<file path="src/rtl/uart_rx_fifo_if.sv">
// Character handshake between the UART receiver, the receive FIFO and the bus side.
// Both directions are valid/ready: a transfer happens on a rising clk_i edge where valid and ready are both high.
interface uart_rx_fifo_if #(
    parameter int DATA_W = 8
);
    logic [DATA_W-1:0] wr_data;
    logic              wr_valid;
    logic              wr_ready;
    logic [DATA_W-1:0] rd_data;
    logic              rd_valid;
    logic              rd_ready;

    modport master (
        output wr_data,
        output wr_valid,
        input  wr_ready,
        input  rd_data,
        input  rd_valid,
        output rd_ready
    );

    modport slave (
        input  wr_data,
        input  wr_valid,
        output wr_ready,
        output rd_data,
        output rd_valid,
        input  rd_ready
    );
endinterface

</file>
<file path="src/rtl/uart_rx_fifo.sv">
// Receive FIFO behind the UART receiver: first-word-fall-through storage plus
// 16550-style status (fill trigger, character timeout, sticky overrun).
module uart_rx_fifo #(
    parameter int DEPTH  = 16,
    parameter int DATA_W = 8
) (
    input  logic                       clk_i,
    input  logic                       rst_n_i,
    input  logic                       cfg_en_i,
    input  logic [15:0]                cfg_div_i,
    input  logic [1:0]                 cfg_trig_i,
    input  logic                       cfg_tmo_en_i,
    input  logic                       flush_i,
    input  logic                       rx_busy_i,
    uart_rx_fifo_if.slave              fifo_if,
    output logic [$clog2(DEPTH):0]     count_o,
    output logic                       full_o,
    output logic                       empty_o,
    output logic                       trig_o,
    output logic                       tmo_o,
    output logic                       ovr_o,
    input  logic                       ovr_clr_i
);

    localparam int PW = $clog2(DEPTH);
    localparam int CW = PW + 1;
    localparam logic [5:0] LAST_BIT = 6'd39;

    logic [DATA_W-1:0] mem_q [DEPTH];
    logic [DATA_W-1:0] mem_d [DEPTH];
    logic [PW-1:0]     wptr_q, wptr_d;
    logic [PW-1:0]     rptr_q, rptr_d;
    logic [CW-1:0]     count_q, count_d;
    logic              ovr_q, ovr_d;
    logic              tmo_q, tmo_d;
    logic [15:0]       presc_q, presc_d;
    logic [5:0]        bitcnt_q, bitcnt_d;

    logic              flush;
    logic              push;
    logic              pop;
    logic              ovr_set;
    logic              tmr_rst;
    logic              bit_tick;
    logic [CW-1:0]     trig_lvl;

    // Disabling the block behaves exactly like holding flush.
    assign flush   = flush_i | ~cfg_en_i;
    assign pop     = fifo_if.rd_valid & fifo_if.rd_ready;
    assign push    = fifo_if.wr_valid & (~full_o | pop);
    assign ovr_set = fifo_if.wr_valid & full_o & ~pop;

    assign fifo_if.wr_ready = 1'b1;
    assign fifo_if.rd_valid = ~empty_o;
    assign fifo_if.rd_data  = mem_q[rptr_q];

    assign count_o = count_q;
    assign empty_o = (count_q == '0);
    assign full_o  = (count_q == CW'(DEPTH));
    assign trig_o  = (count_q >= trig_lvl);
    assign tmo_o   = tmo_q;
    assign ovr_o   = ovr_q;

    always_comb begin
        trig_lvl = CW'(1);
        case (cfg_trig_i)
            2'd0:    trig_lvl = CW'(1);
            2'd1:    trig_lvl = CW'(DEPTH / 4);
            2'd2:    trig_lvl = CW'(DEPTH / 2);
            default: trig_lvl = CW'(DEPTH - 2);
        endcase
    end

    always_comb begin
        mem_d = mem_q;
        if (push && !flush) begin
            mem_d[wptr_q] = fifo_if.wr_data;
        end
    end

    always_comb begin
        wptr_d  = wptr_q;
        rptr_d  = rptr_q;
        count_d = count_q;
        if (flush) begin
            wptr_d  = '0;
            rptr_d  = '0;
            count_d = '0;
        end else begin
            if (push) begin
                wptr_d = wptr_q + PW'(1);
            end
            if (pop) begin
                rptr_d = rptr_q + PW'(1);
            end
            if (push && !pop) begin
                count_d = count_q + CW'(1);
            end else if (pop && !push) begin
                count_d = count_q - CW'(1);
            end
        end
    end

    // A new overrun in the same cycle as a clear must stay visible.
    always_comb begin
        ovr_d = ovr_q;
        if (ovr_clr_i) begin
            ovr_d = 1'b0;
        end
        if (ovr_set) begin
            ovr_d = 1'b1;
        end
    end

    // The >= compare lets a lowered divider take effect on the very next wrap.
    assign bit_tick = (presc_q >= cfg_div_i);
    assign tmr_rst  = push | pop | flush | empty_o | rx_busy_i | ~cfg_tmo_en_i;

    always_comb begin
        presc_d  = presc_q;
        bitcnt_d = bitcnt_q;
        tmo_d    = tmo_q;
        if (tmr_rst) begin
            presc_d  = '0;
            bitcnt_d = '0;
            tmo_d    = 1'b0;
        end else if (!tmo_q) begin
            if (bit_tick) begin
                presc_d = '0;
                if (bitcnt_q == LAST_BIT) begin
                    tmo_d = 1'b1;
                end else begin
                    bitcnt_d = bitcnt_q + 6'd1;
                end
            end else begin
                presc_d = presc_q + 16'd1;
            end
        end
    end

    always_ff @(posedge clk_i or negedge rst_n_i) begin
        if (!rst_n_i) begin
            wptr_q   <= '0;
            rptr_q   <= '0;
            count_q  <= '0;
            ovr_q    <= 1'b0;
            tmo_q    <= 1'b0;
            presc_q  <= '0;
            bitcnt_q <= '0;
        end else begin
            wptr_q   <= wptr_d;
            rptr_q   <= rptr_d;
            count_q  <= count_d;
            ovr_q    <= ovr_d;
            tmo_q    <= tmo_d;
            presc_q  <= presc_d;
            bitcnt_q <= bitcnt_d;
        end
    end

    // Storage carries no reset; stale contents are never visible while empty.
    always_ff @(posedge clk_i) begin
        mem_q <= mem_d;
    end

endmodule

</file>
<file path="src/flat_wrapper.sv">
// flat-port wrapper written by rule: the top's interface ports become plain ports
module uart_rx_fifo_flat 
#(
    parameter int DEPTH  = 16,
    parameter int DATA_W = 8
)
  (clk_i, rst_n_i, cfg_en_i, cfg_div_i, cfg_trig_i, cfg_tmo_en_i, flush_i, rx_busy_i, count_o, full_o, empty_o, trig_o, tmo_o, ovr_o, ovr_clr_i, fifo_if_wr_data, fifo_if_wr_valid, fifo_if_wr_ready, fifo_if_rd_data, fifo_if_rd_valid, fifo_if_rd_ready);
  uart_rx_fifo_if #(.DATA_W(DATA_W)) fifo_if_i ();
  input  logic clk_i;
  input  logic rst_n_i;
  input  logic cfg_en_i;
  input  logic [15:0] cfg_div_i;
  input  logic [1:0] cfg_trig_i;
  input  logic cfg_tmo_en_i;
  input  logic flush_i;
  input  logic rx_busy_i;
  output logic [$clog2(DEPTH):0] count_o;
  output logic full_o;
  output logic empty_o;
  output logic trig_o;
  output logic tmo_o;
  output logic ovr_o;
  input  logic ovr_clr_i;
  input wire logic [$bits(fifo_if_i.wr_data)-1:0] fifo_if_wr_data;
  input wire logic [$bits(fifo_if_i.wr_valid)-1:0] fifo_if_wr_valid;
  output wire logic [$bits(fifo_if_i.wr_ready)-1:0] fifo_if_wr_ready;
  output wire logic [$bits(fifo_if_i.rd_data)-1:0] fifo_if_rd_data;
  output wire logic [$bits(fifo_if_i.rd_valid)-1:0] fifo_if_rd_valid;
  input wire logic [$bits(fifo_if_i.rd_ready)-1:0] fifo_if_rd_ready;
  assign fifo_if_i.wr_data = fifo_if_wr_data;
  assign fifo_if_i.wr_valid = fifo_if_wr_valid;
  assign fifo_if_wr_ready = fifo_if_i.wr_ready;
  assign fifo_if_rd_data = fifo_if_i.rd_data;
  assign fifo_if_rd_valid = fifo_if_i.rd_valid;
  assign fifo_if_i.rd_ready = fifo_if_rd_ready;
  uart_rx_fifo #(.DEPTH(DEPTH), .DATA_W(DATA_W)) u_core (.clk_i(clk_i), .rst_n_i(rst_n_i), .cfg_en_i(cfg_en_i), .cfg_div_i(cfg_div_i), .cfg_trig_i(cfg_trig_i), .cfg_tmo_en_i(cfg_tmo_en_i), .flush_i(flush_i), .rx_busy_i(rx_busy_i), .fifo_if(fifo_if_i), .count_o(count_o), .full_o(full_o), .empty_o(empty_o), .trig_o(trig_o), .tmo_o(tmo_o), .ovr_o(ovr_o), .ovr_clr_i(ovr_clr_i));
endmodule
</file>
<file path="config.mk">
export PLATFORM = sky130hd
export DESIGN_NAME = uart_rx_fifo_flat
export DESIGN_NICKNAME = d
export VERILOG_FILES = /design/src/rtl/uart_rx_fifo_if.sv /design/src/rtl/uart_rx_fifo.sv /design/src/flat_wrapper.sv
export SDC_FILE = /design/constraint.sdc
export NUM_CORES = 1
export LEC_CHECK = 0
export ABC_AREA = 1
export ABC_CLOCK_PERIOD_IN_PS = 2900
export CORE_MARGIN = 2
export CORE_UTILIZATION = 40
export CTS_CLUSTER_SIZE = 12
export DETAILED_ROUTE_END_ITERATION = 12
export GPL_ROUTABILITY_DRIVEN = 0
export MAX_ROUTING_LAYER = met4
export PLACE_DENSITY_LB_ADDON = 0.3
export SLEW_MARGIN = 20
export SYNTH_ARGS = -nofsm -noshare
export SYNTH_HDL_FRONTEND = slang
export SYNTH_SLANG_ARGS = --single-unit
</file>
<file path="constraint.sdc">
create_clock -name clk_i -period 2.9 [get_ports clk_i]
set_input_delay 0.58 -clock clk_i [delete_from_list [all_inputs] [get_ports clk_i]]
set_output_delay 0.58 -clock clk_i [all_outputs]
set_load 0.01 [all_outputs]
</file>
==> results of run 1 <==
## cell usage in the layout (no fill, tap or decap), types with 17 or more instances in the layout
| master | instances |
|---|---|
| buf_4 | 30 |
| clkbuf_16 | 17 |
| clkdlybuf4s50_1 | 43 |
| dfrtp_1 | 35 |
| edfxtp_1 | 128 |
| ha_1 | 33 |
| inv_1 | 66 |
| mux2i_1 | 26 |
| nand2_1 | 91 |
| nand3_1 | 35 |
| nor2_1 | 87 |
| nor3_1 | 18 |
| o21ai_0 | 53 |
| o221ai_1 | 20 |
## cells by family (layout without fill, tap and decap cells)
kind of cell    Yosys count  in the layout  share of synthesized area, %
xor+xnor                  9              9                         1.002
other cells               1              1                       0.04767
buf+inv                 102            198                         5.313
compound gates          115            115                         8.923
simple gates            263            263                         15.27
mux                      26             26                         3.308
fa+ha+maj                34             34                         5.503
flops                   165            165                         60.63
## area by class of cell
| cell class | count | area, um2 | area share (%) |
|---|---|---|---|
| clock buffer | 17 | 425.4 | 4.443 |
| clock inverter | 15 | 173.9 | 1.817 |
| inverter | 75 | 284.0 | 2.967 |
| multi-input combinational | 448 | 2679 | 27.98 |
| sequential | 165 | 4772 | 49.84 |
| tap | 265 | 331.6 | 3.463 |
| timing repair buffer | 91 | 908.4 | 9.488 |
## power by group through the flow
stage	logic [W]	clock network (W)	registers, W
after floorplan	0.000400	0	0.00266
after global placement	0.000706	0	0.00266
after detailed placement	0.000713	0	0.00266
after CTS	0.000753	0.00222	0.00261
after global routing	0.000828	0.00232	0.00261
final	0.000747	0.00218	0.00261
## repair_timing
item | 4_1_cts | 5_1_grt
setup endpoints to repair | 9 | 4
buffers inserted | 4 | 1
cloned | 2 | 0
pin swaps | 5 | 2
resized for setup | 14 | 4
## critical path, delay by kind of cell, from the launching register on
kind / cells / cell delay [ps]
AOI/OAI and AO/OA: 3 / 560
buffers and inverters: 3 / 640
DFF: 1 / 470
and+or+nand+nor: 1 / 120
## Yosys cell counts, drive strengths merged, types with 20 or more instances
master,instances
dfrtp,37
edfxtp,128
ha,33
inv,74
mux2i,26
nand2,96
nand3,38
nor2,92
nor3,20
o21ai,56
o221ai,20
## per-layer routing
metal / global-route usage (%) / vias to the layer above / wire (um)
met3: 3.642 / 7 / 763
met1: 24.48 / 2559 / 8170
met2: 28.02 / 112 / 8139
li1: - / 2697 / -
met4: 3.781 / 0 / 98
met5: - / - / 0
## worst max-delay path by stage
stage | start | to | slack (ps) | cells after the start
3_3_place_gp | cfg_trig_i[1] | trig_o | -30 | 9
2_1_floorplan | u_core.count_o[1] | u_core.count_o[4] | 620 | 14
5_1_grt | u_core.rptr_q[0] | fifo_if_rd_data[7] | -9 | 8
3_5_place_dp | cfg_trig_i[0] | trig_o | -60 | 8
4_1_cts | u_core.rptr_q[0] | fifo_if_rd_data[1] | 30 | 7
6_report | u_core.rptr_q[0] | fifo_if_rd_data[2] | 110 | 7
## sequential cells by signal, indices dropped and copies added, names as in the netlist
register and count:
u_core.mem_q 128, u_core.bitcnt_q 6, u_core.presc_q 16, u_core.rptr_q 4, u_core.wptr_q 4, u_core.count_o 5, u_core.ovr_o 1, u_core.tmo_o 1
## stage by stage
step | setup WS [ps] | TNS (ps) | util, % | instances | power, W
after floorplan | 623.9 | 0 | - | 715 | 0.003057
after global routing | -8.976 | -12.32 | 49.36 | 1076 | 0.005765
after detailed placement | -62.76 | -62.76 | 45.67 | 1037 | 0.003372
final | 109.6 | 0 | 49.36 | 1076 | 0.005540
after global placement | -28.73 | -28.73 | 45.67 | 1037 | 0.003365
after CTS | 33.25 | 0 | 49.28 | 1075 | 0.005584
==> impl_metrics.csv, run 1 <==
group,metric,value,unit
setup_path,crit_fanout,11,
clocking,clockBufferDepth,2,
setup_path,crit_slowest_cell,"dfrtp_2",
placed_design,postPlaceCellArea,8860,um2
placed_design,place_hpwl,11.04,mm
logic_synthesis,synth-edff-count,128,
floorplanning,fp.dieH,144.2,um
outcome,status,"finished clean",
grt,grt_util_all_layers,17.91,%
cells_and_area,layout.nets,867,
logic_synthesis,ys_seq_area_share,60.63,%
clocking,cts_tree,"done",
power_and_ir_drop,switchingPower,0.001466,W
power_and_ir_drop,intPower,0.004074,W
timing,fin_crit_sh,96.22,%
logic_synthesis,syn_inst,715,
timing,grt_setup_unrepaired,"true",
clocking,cts_buffers,17,
cells_and_area,fillers,1790,
cells_and_area,diodes,0,
cells_and_area,final_cell_area,9574,um2
grt,grt_pass1_wl,27.27,mm
detailed_routing,dr.first_iter.drc_count,400,
timing,timing.hold.ws,69.69,ps
cells_and_area,synthToLayoutAreaGrowth,21.71,%
timing,report.final.slew_viol_count,0,
logic_synthesis,synth_top_area_cell,"edfxtp_1",
detailed_routing,drcViolationCount,0,
detailed_routing,avgViaCountPerCell,4.995,
setup_path,rr_endpoint,"u_core.count_o[4]",
timing,max_freq,358.4,MHz
clocking,ctsRootBufferMaster,"clkbuf_16",
floorplanning,die_area,20800,um2
setup_path,slowest_delay,470,ps
clocking,clk_latency,420,ps
logic_synthesis,synth_nets,784,
power_and_ir_drop,cellLeakagePower,3.676,nW
grt,antenna_found_initial,0,
floorplanning,core_area,19400,um2
logic_synthesis,yosys_warnings,0,
timing,finalSetupViolCount,0,
detailed_routing,vias,5375,
grt,grt_max_degree,45,
detailed_routing,drtAntennaViolNets,0,
placed_design,io_buffers,53,
timing,worst-slew-pin-transition,615.3,ps
setup_path,reg2regPathDepth,12,
logic_synthesis,synth_cell_type_count,41,
clocking,cts_hold_buf,0,
logic_synthesis,synth.area.top_cells,"edfxtp_1 (49%), dfrtp_1 (12%), ha_1 (5.2%), nand2_1 (4.3%), nor2_1 (4.2%)",
power_and_ir_drop,swShare,26.46,%
timing,slew-limit-headroom,58.85,%
setup_path,critPathArrivalTime,2210,ps
timing,finalHoldViolCount,0,
detailed_routing,wire_per_inst,15.96,um
logic_synthesis,yosys.area.top_type_share,48.86,%
setup_path,end_kind,"output port",
grt,grt.overflow.total,0,
timing,clock_skew,11.79,ps
floorplanning,initial_core_util,40.55,%
floorplanning,die_w,144.2,um
power_and_ir_drop,powerDensity,578.6,nW/um2
floorplanning,std_cell_rows,51,
setup_path,crit_required,2320,ps
floorplanning,io_pins,55,
clocking,cts.reportedPaths.clkPinSlew,70,ps
setup_path,start_kind,"flip-flop",
grt,grt_pass1_vias,5103,
setup_path,r2r-start,"u_core.count_o[1]",
timing,finalCriticalPeriod,2790,ps
power_and_ir_drop,power.share.sequential,47.1,%
clocking,cts_sinks,165,
power_and_ir_drop,clockPowerShare,39.4,%
setup_path,cp_cell_sequence,"buf_4 -> buf_12 -> o21ai_0 -> o22ai_1 -> o211ai_1 -> nand2_1 -> dlygate4sd2_1",
detailed_routing,drt-total-wl,17.17,mm
logic_synthesis,ys_ff_latch,165,
setup_path,worstSetupPathType,"reg2out",
clocking,ctsHtreeMaxLevel,4,
detailed_routing,first_pass_iters,4,
worst_hold_path,hold_path_class,"in2async",
logic_synthesis,syn_area,7866,um2
power_and_ir_drop,power_frac_comb,13.5,%
setup_path,reg2reg_setup_slack,420,ps
logic_synthesis,syn_area_per_cell,11.00,um2
logic_synthesis,async_flop_share,22.42,%
job,maxCapViolCount,0,
power_and_ir_drop,ir_drop,0.4459,mV
logic_synthesis,synthFlopType,"edfxtp_1",
cells_and_area,drive_above_1_share,12.21,%
Note: power is estimated with default switching activity, not from simulation.
==> inputs of run 2 (changes only) <==
--- a/config.mk
+++ b/config.mk
@@ -14,6 +14,7 @@
 export GPL_ROUTABILITY_DRIVEN = 0
 export MAX_ROUTING_LAYER = met4
 export PLACE_DENSITY_LB_ADDON = 0.3
+export SETUP_SLACK_MARGIN = 0.4
 export SLEW_MARGIN = 20
 export SYNTH_ARGS = -nofsm -noshare
 export SYNTH_HDL_FRONTEND = slang
==> run 2 against run 1 <==
Effect of this change:
- final cell count is 2.3% higher
- count of clock-buffer cells in the layout stayed put
- die area stayed put
- register-to-register slack better by 170 ps
- final area is 5.2% higher
- wire length is 5.8% higher
- global-route usage is 0.58 points higher
- setup slack better by 160 ps
- worst hold slack worse by 6.1 ps
- utilization is 2.6 points higher
- non-clock buffer count is 25 higher
- clock skew is 5.0 ps higher
- highest routed layer unchanged
==> impl_metrics.csv, run 2 (same netlist as run 1, synthesis figures left out) <==
group,metric,value,unit
outcome,status,"finished clean",
job,maxCapViolCount,0,
clocking,cts_sinks,165,
timing,grt_setup_unrepaired,"true",
power_and_ir_drop,powerDensity,572.8,nW/um2
setup_path,critPathArrivalTime,2050,ps
floorplanning,initial_core_util,40.55,%
cells_and_area,fillers,1727,
clocking,clk_latency,430,ps
setup_path,slowest_delay,490,ps
placed_design,postPlaceCellArea,8860,um2
cells_and_area,largest_register_ffs,128,
setup_path,start_kind,"flip-flop",
placed_design,place_hpwl,11.04,mm
setup_path,worstSetupPathType,"reg2out",
grt,antenna_found_initial,0,
detailed_routing,first_pass_iters,5,
placed_design,placed_cells,1037,
setup_path,cp_cell_sequence,"buf_12 -> buf_12 -> buf_4 -> o21ai_0 -> o221ai_1 -> nand3_1 -> nand2_1 -> buf_2",
clocking,ctsHtreeMaxLevel,4,
floorplanning,fp.dieH,144.2,um
timing,finalCriticalPeriod,2627,ps
timing,finalHoldViolCount,0,
cells_and_area,final_cell_area,10070,um2
cells_and_area,diodes,0,
setup_path,cp_common_cell,"buf_12",
cells_and_area,synthToLayoutAreaGrowth,28.07,%
power_and_ir_drop,ir_drop,0.4505,mV
setup_path,crit_slowest_cell,"dfrtp_2",
clocking,cts.reportedPaths.clkPinSlew,70,ps
cells_and_area,layout_common_cells,"edfxtp_1 (128), nand2_1 (90), nor2_1 (85), inv_1 (65), clkdlybuf4s50_1 (41)",
timing,max_freq,380.7,MHz
clocking,cts_tree,"done",
detailed_routing,vias,5586,
placed_design,io_buffers,53,
clocking,clockBufferDepth,2,
power_and_ir_drop,cellLeakagePower,3.867,nW
timing,timing.hold.ws,63.54,ps
clocking,cts_hold_buf,0,
detailed_routing,dr.first_iter.drc_count,440,
clocking,cts_buffers,17,
timing,fin_crit_sh,90.57,%
cells_and_area,stdcell_count,1101,
detailed_routing,drt-total-wl,18.17,mm
floorplanning,io_pins,55,
setup_path,crit_required,2320,ps
detailed_routing,drcViolationCount,0,
floorplanning,die_w,144.2,um
cells_and_area,mostFrequentLayoutCell,"edfxtp_1",
detailed_routing,avgViaCountPerCell,5.074,
cells_and_area,drive_above_1_share,18.78,%
cells_and_area,top_regs,"u_core.mem_q (128), u_core.presc_q (16), u_core.bitcnt_q (6)",
grt,grt_util_all_layers,18.49,%
floorplanning,die_area,20800,um2
timing,clock_skew,16.78,ps
floorplanning,core_area,19400,um2
detailed_routing,drtAntennaViolNets,0,
power_and_ir_drop,p_total,0.005771,W
setup_path,crit_family,"buffers and inverters",
timing,slew-limit-headroom,55.35,%
setup_path,worst-path-buf-inv,4,
grt,grt_pass1_vias,5237,
grt,grt_max_degree,45,
worst_hold_path,hold_path_class,"in2async",
timing,finalSetupViolCount,0,
detailed_routing,wire_per_inst,16.50,um
grt,grt_pass1_wl,28.07,mm
grt,grt.overflow.total,0,
cells_and_area,top_register,"u_core.mem_q",
cells_and_area,layout.nets,892,
setup_path,crit_fanout,5,
floorplanning,std_cell_rows,51,
clocking,ctsRootBufferMaster,"clkbuf_16",
setup_path,end_kind,"output port",
timing,report.final.slew_viol_count,0,
timing,worst-slew-pin-transition,667.7,ps
## run 2: changes by cell type in the layout (fill, tap and decap cells not counted), sizes merged
| cell | before | now |
|---|---|---|
| clkbuf | 17 | 18 |
| clkdlybuf4s50 | 43 | 41 |
| bufbuf | 1 | 0 |
| dlygate4sd2 | 6 | 2 |
| dlymetal6s2s | 3 | 0 |
| buf | 38 | 72 |
## run 2: final timing paths
kind | endpoint | slack (ps) | start | depth (start not counted)
setup / recovery | fifo_if_rd_data[3] | 270 | u_core.rptr_q[0] | 8
hold / removal | u_core.count_o[3] | 60 | rst_n_i | 1
setup reg to reg | u_core.count_o[4] | 590 | u_core.count_o[1] | 14
hold reg to reg | u_core.bitcnt_q[5] | 510 | u_core.bitcnt_q[5] | 2
max in group asynchronous | u_core.presc_q[7] | 2200 | rst_n_i | 2
min in group clk_i | u_core.bitcnt_q[5] | 510 | u_core.bitcnt_q[5] | 2
## run 2: area by class of cell
type,instances,area [um2],area share [%]
Clock buffer,17,425.4,4.223
Clock inverter,15,173.9,1.726
Inverter,75,297.8,2.956
Multi-Input combinational cell,448,2814,27.93
Sequential cell,165,4775,47.39
Tap cell,265,331.6,3.291
Timing Repair Buffer,116,1257,12.48
## run 2: report_power, final
part | internal [W] | switching (W)
sequential | 0.00258 | 0.0000311
combinational | 0.000501 | 0.000476
clock | 0.00115 | 0.00104
total | 0.00423 | 0.00154
## run 2: metrics by stage
step	worst slack, ps	TNS (ps)	utilization (%)
global route	176.8	0	51.93
detailed placement	-62.76	-62.76	45.67
finish	273.5	0	51.93
global placement	-28.73	-28.73	45.67
CTS	290.7	0	50.66
floorplan	623.9	0	-
## run 2: timing repair
item | CTS | global route
gates resized for setup | 82 | 36
buffers inserted | 12 | 12
pin swaps | 22 | 26
setup endpoints to repair | 11 | 32
gates cloned | 7 | 1
## run 2: metal layers
| metal | vias up | routed length, um | GRT usage, % |
|---|---|---|---|
| met4 | 0 | 174 | 4.139 |
| met3 | 15 | 876 | 4.073 |
| met5 | - | 0 | - |
| li1 | 2749 | - | - |
| met1 | 2674 | 8401 | 24.92 |
| met2 | 148 | 8720 | 28.97 |
==> inputs of run 3 (changes only) <==
--- a/config.mk
+++ b/config.mk
@@ -7,7 +7,6 @@
 export LEC_CHECK = 0
 export ABC_AREA = 1
 export ABC_CLOCK_PERIOD_IN_PS = 2900
-export CORE_MARGIN = 2
 export CORE_UTILIZATION = 40
 export CTS_CLUSTER_SIZE = 12
 export DETAILED_ROUTE_END_ITERATION = 12
==> run 3 against run 2 <==
Effect of this change:
- wire length fell by 1.1%
- worst hold slack gained 190 ps
- critical path type unchanged
- non-clock buffer count fell by 10
- global-route usage grew 1.0 points
- clock power rose by 3%
- count of clock-buffer cells in the layout unchanged
==> impl_metrics.csv, run 3 (same netlist as run 1, synthesis figures left out) <==
group,metric,value,unit
timing,slew-limit-headroom,40.97,%
floorplanning,fp.dieH,142.2,um
clocking,cts_tree,"done",
grt,grt_pass1_vias,5403,
setup_path,cp_cell_sequence,"buf_6 -> buf_12 -> buf_16 -> mux2i_2 -> o221ai_1 -> nand3_1 -> nand2_1 -> buf_2",
setup_path,worstSetupPathType,"reg2out",
setup_path,end_kind,"output port",
power_and_ir_drop,powerDensity,581.6,nW/um2
setup_path,reg2reg_setup_slack,620,ps
timing,grt_setup_unrepaired,"true",
timing,finalHoldViolCount,0,
cells_and_area,diodes,0,
grt,grt_max_degree,44,
clocking,ctsHtreeMaxLevel,4,
placed_design,placed_cells,1031,
placed_design,place_hpwl,10.92,mm
placed_design,pre_cts_ws,-58.94,ps
timing,finalSetupViolCount,0,
detailed_routing,wire_per_inst,16.55,um
grt,grt.overflow.total,0,
clocking,ctsRootBufferMaster,"clkbuf_16",
placed_design,io_buffers,53,
timing,finalCriticalPeriod,2561,ps
detailed_routing,drt-total-wl,17.97,mm
timing,clock_skew,8.823,ps
clocking,clk_latency,430,ps
grt,antenna_found_initial,0,
power_and_ir_drop,p_total,0.005725,W
cells_and_area,stdcell_count,1086,
timing,max_freq,390.4,MHz
clocking,cts_sinks,165,
floorplanning,io_pins,55,
clocking,cts_buffers,17,
detailed_routing,drcViolationCount,0,
cells_and_area,top_register,"u_core.mem_q",
cells_and_area,top_regs,"u_core.mem_q (128), u_core.presc_q (16), u_core.bitcnt_q (6)",
detailed_routing,dr.first_iter.drc_count,445,
timing,worst-slew-pin-transition,885.4,ps
cells_and_area,layout.nets,882,
cells_and_area,synthToLayoutAreaGrowth,25.13,%
detailed_routing,first_pass_iters,5,
setup_path,start_kind,"flip-flop",
timing,fin_crit_sh,88.33,%
floorplanning,die_w,142.2,um
grt,grt_pass1_wl,28.72,mm
setup_path,slowest_delay,450,ps
worst_hold_path,hold_path_class,"in2async",
timing,report.final.slew_viol_count,0,
floorplanning,die_area,20230,um2
floorplanning,core_area,19020,um2
outcome,status,"finished clean",
setup_path,crit_slowest_cell,"dfrtp_2",
power_and_ir_drop,ir_drop,0.4087,mV
cells_and_area,layout_common_cells,"edfxtp_1 (128), nand2_1 (90), nor2_1 (84), inv_1 (64), clkdlybuf4s50_1 (41)",
setup_path,crit_fanout,11,
power_and_ir_drop,cellLeakagePower,3.795,nW
detailed_routing,avgViaCountPerCell,5.156,
clocking,clockBufferDepth,2,
grt,grt_util_all_layers,19.54,%
cells_and_area,drive_above_1_share,16.59,%
detailed_routing,drtAntennaViolNets,0,
timing,fin_ws,338.5,ps
setup_path,crit_required,2320,ps
cells_and_area,mostFrequentLayoutCell,"edfxtp_1",
clocking,cts.reportedPaths.clkPinSlew,70,ps
floorplanning,initial_core_util,41.36,%
job,maxCapViolCount,0,
setup_path,critPathArrivalTime,1980,ps
floorplanning,std_cell_rows,50,
clocking,cts_hold_buf,0,
detailed_routing,vias,5599,
cells_and_area,largest_register_ffs,128,
==> run 3: cell type report <==
class,count,area [um2]
fillers,1690,9175
flip-flops and latches,165,4775
multi-input cells,448,2729
repair buffers,106,1130
clock buffers,17,425.4
well taps,260,325.3
inverters,75,292.8
clock inverters,15,166.4
==> run 3: report_power, final <==
group | switching, W | internal, W
Clock | 0.00103 | 0.00122
Sequential | 0.0000292 | 0.00258
Combinational | 0.000435 | 0.000432
Total | 0.00149 | 0.00423
==> run 3: metrics by stage <==
step	setup TNS [ps]	cell area [um2]	utilization, %	hold WS (ps)
final	0	9843	51.76	254.3
after global placement	-21.65	8833	46.45	485.0
after detailed placement	-58.94	8833	46.45	491.2
after CTS	0	9721	51.11	297.1
after floorplan	0	7866	-	284.4
after global routing	0	9843	51.76	337.6
==> run 3: path summary, 6_finish.rpt <==
| path | cells after the start | endpoint | startpoint |
|---|---|---|---|
| setup / recovery | 8 | fifo_if_rd_data[0] | u_core.rptr_q[0] |
| hold / removal | 1 | u_core.count_o[0] | rst_n_i |
| setup reg to reg | 12 | u_core.count_o[4] | u_core.count_o[0] |
| hold reg to reg | 2 | u_core.bitcnt_q[5] | u_core.bitcnt_q[5] |
| max in group asynchronous | 1 | u_core.rptr_q[1] | rst_n_i |
| min in group clk_i | 2 | u_core.bitcnt_q[5] | u_core.bitcnt_q[5] |
==> run 3: repair_timing <==
| action | 4_1_cts | 5_1_grt |
|---|---|---|
| endpoints found under the setup margin | 10 | 34 |
| hold endpoints to repair | 0 | 0 |
| pin swaps | 14 | 13 |
| setup buffers | 15 | 2 |
| gates resized for setup | 73 | 24 |
| cloned | 4 | 2 |
==> run 3: routing by layer <==
| layer | vias up | GRT usage [%] | routed length, um |
|---|---|---|---|
| li1 | 2737 | - | - |
| met5 | - | - | 0 |
| met1 | 2673 | 26.04 | 8240 |
| met4 | 0 | 6.621 | 371 |
| met2 | 160 | 29.57 | 8303 |
| met3 | 29 | 4.240 | 1055 |
==> run 3: critical path: cells and delay by family, from the launching register on <==
kind	cells	cell delay [ps]
simple gates	2	200
compound gates	1	140
mux	1	190
buf+inv	4	570
flops	1	450
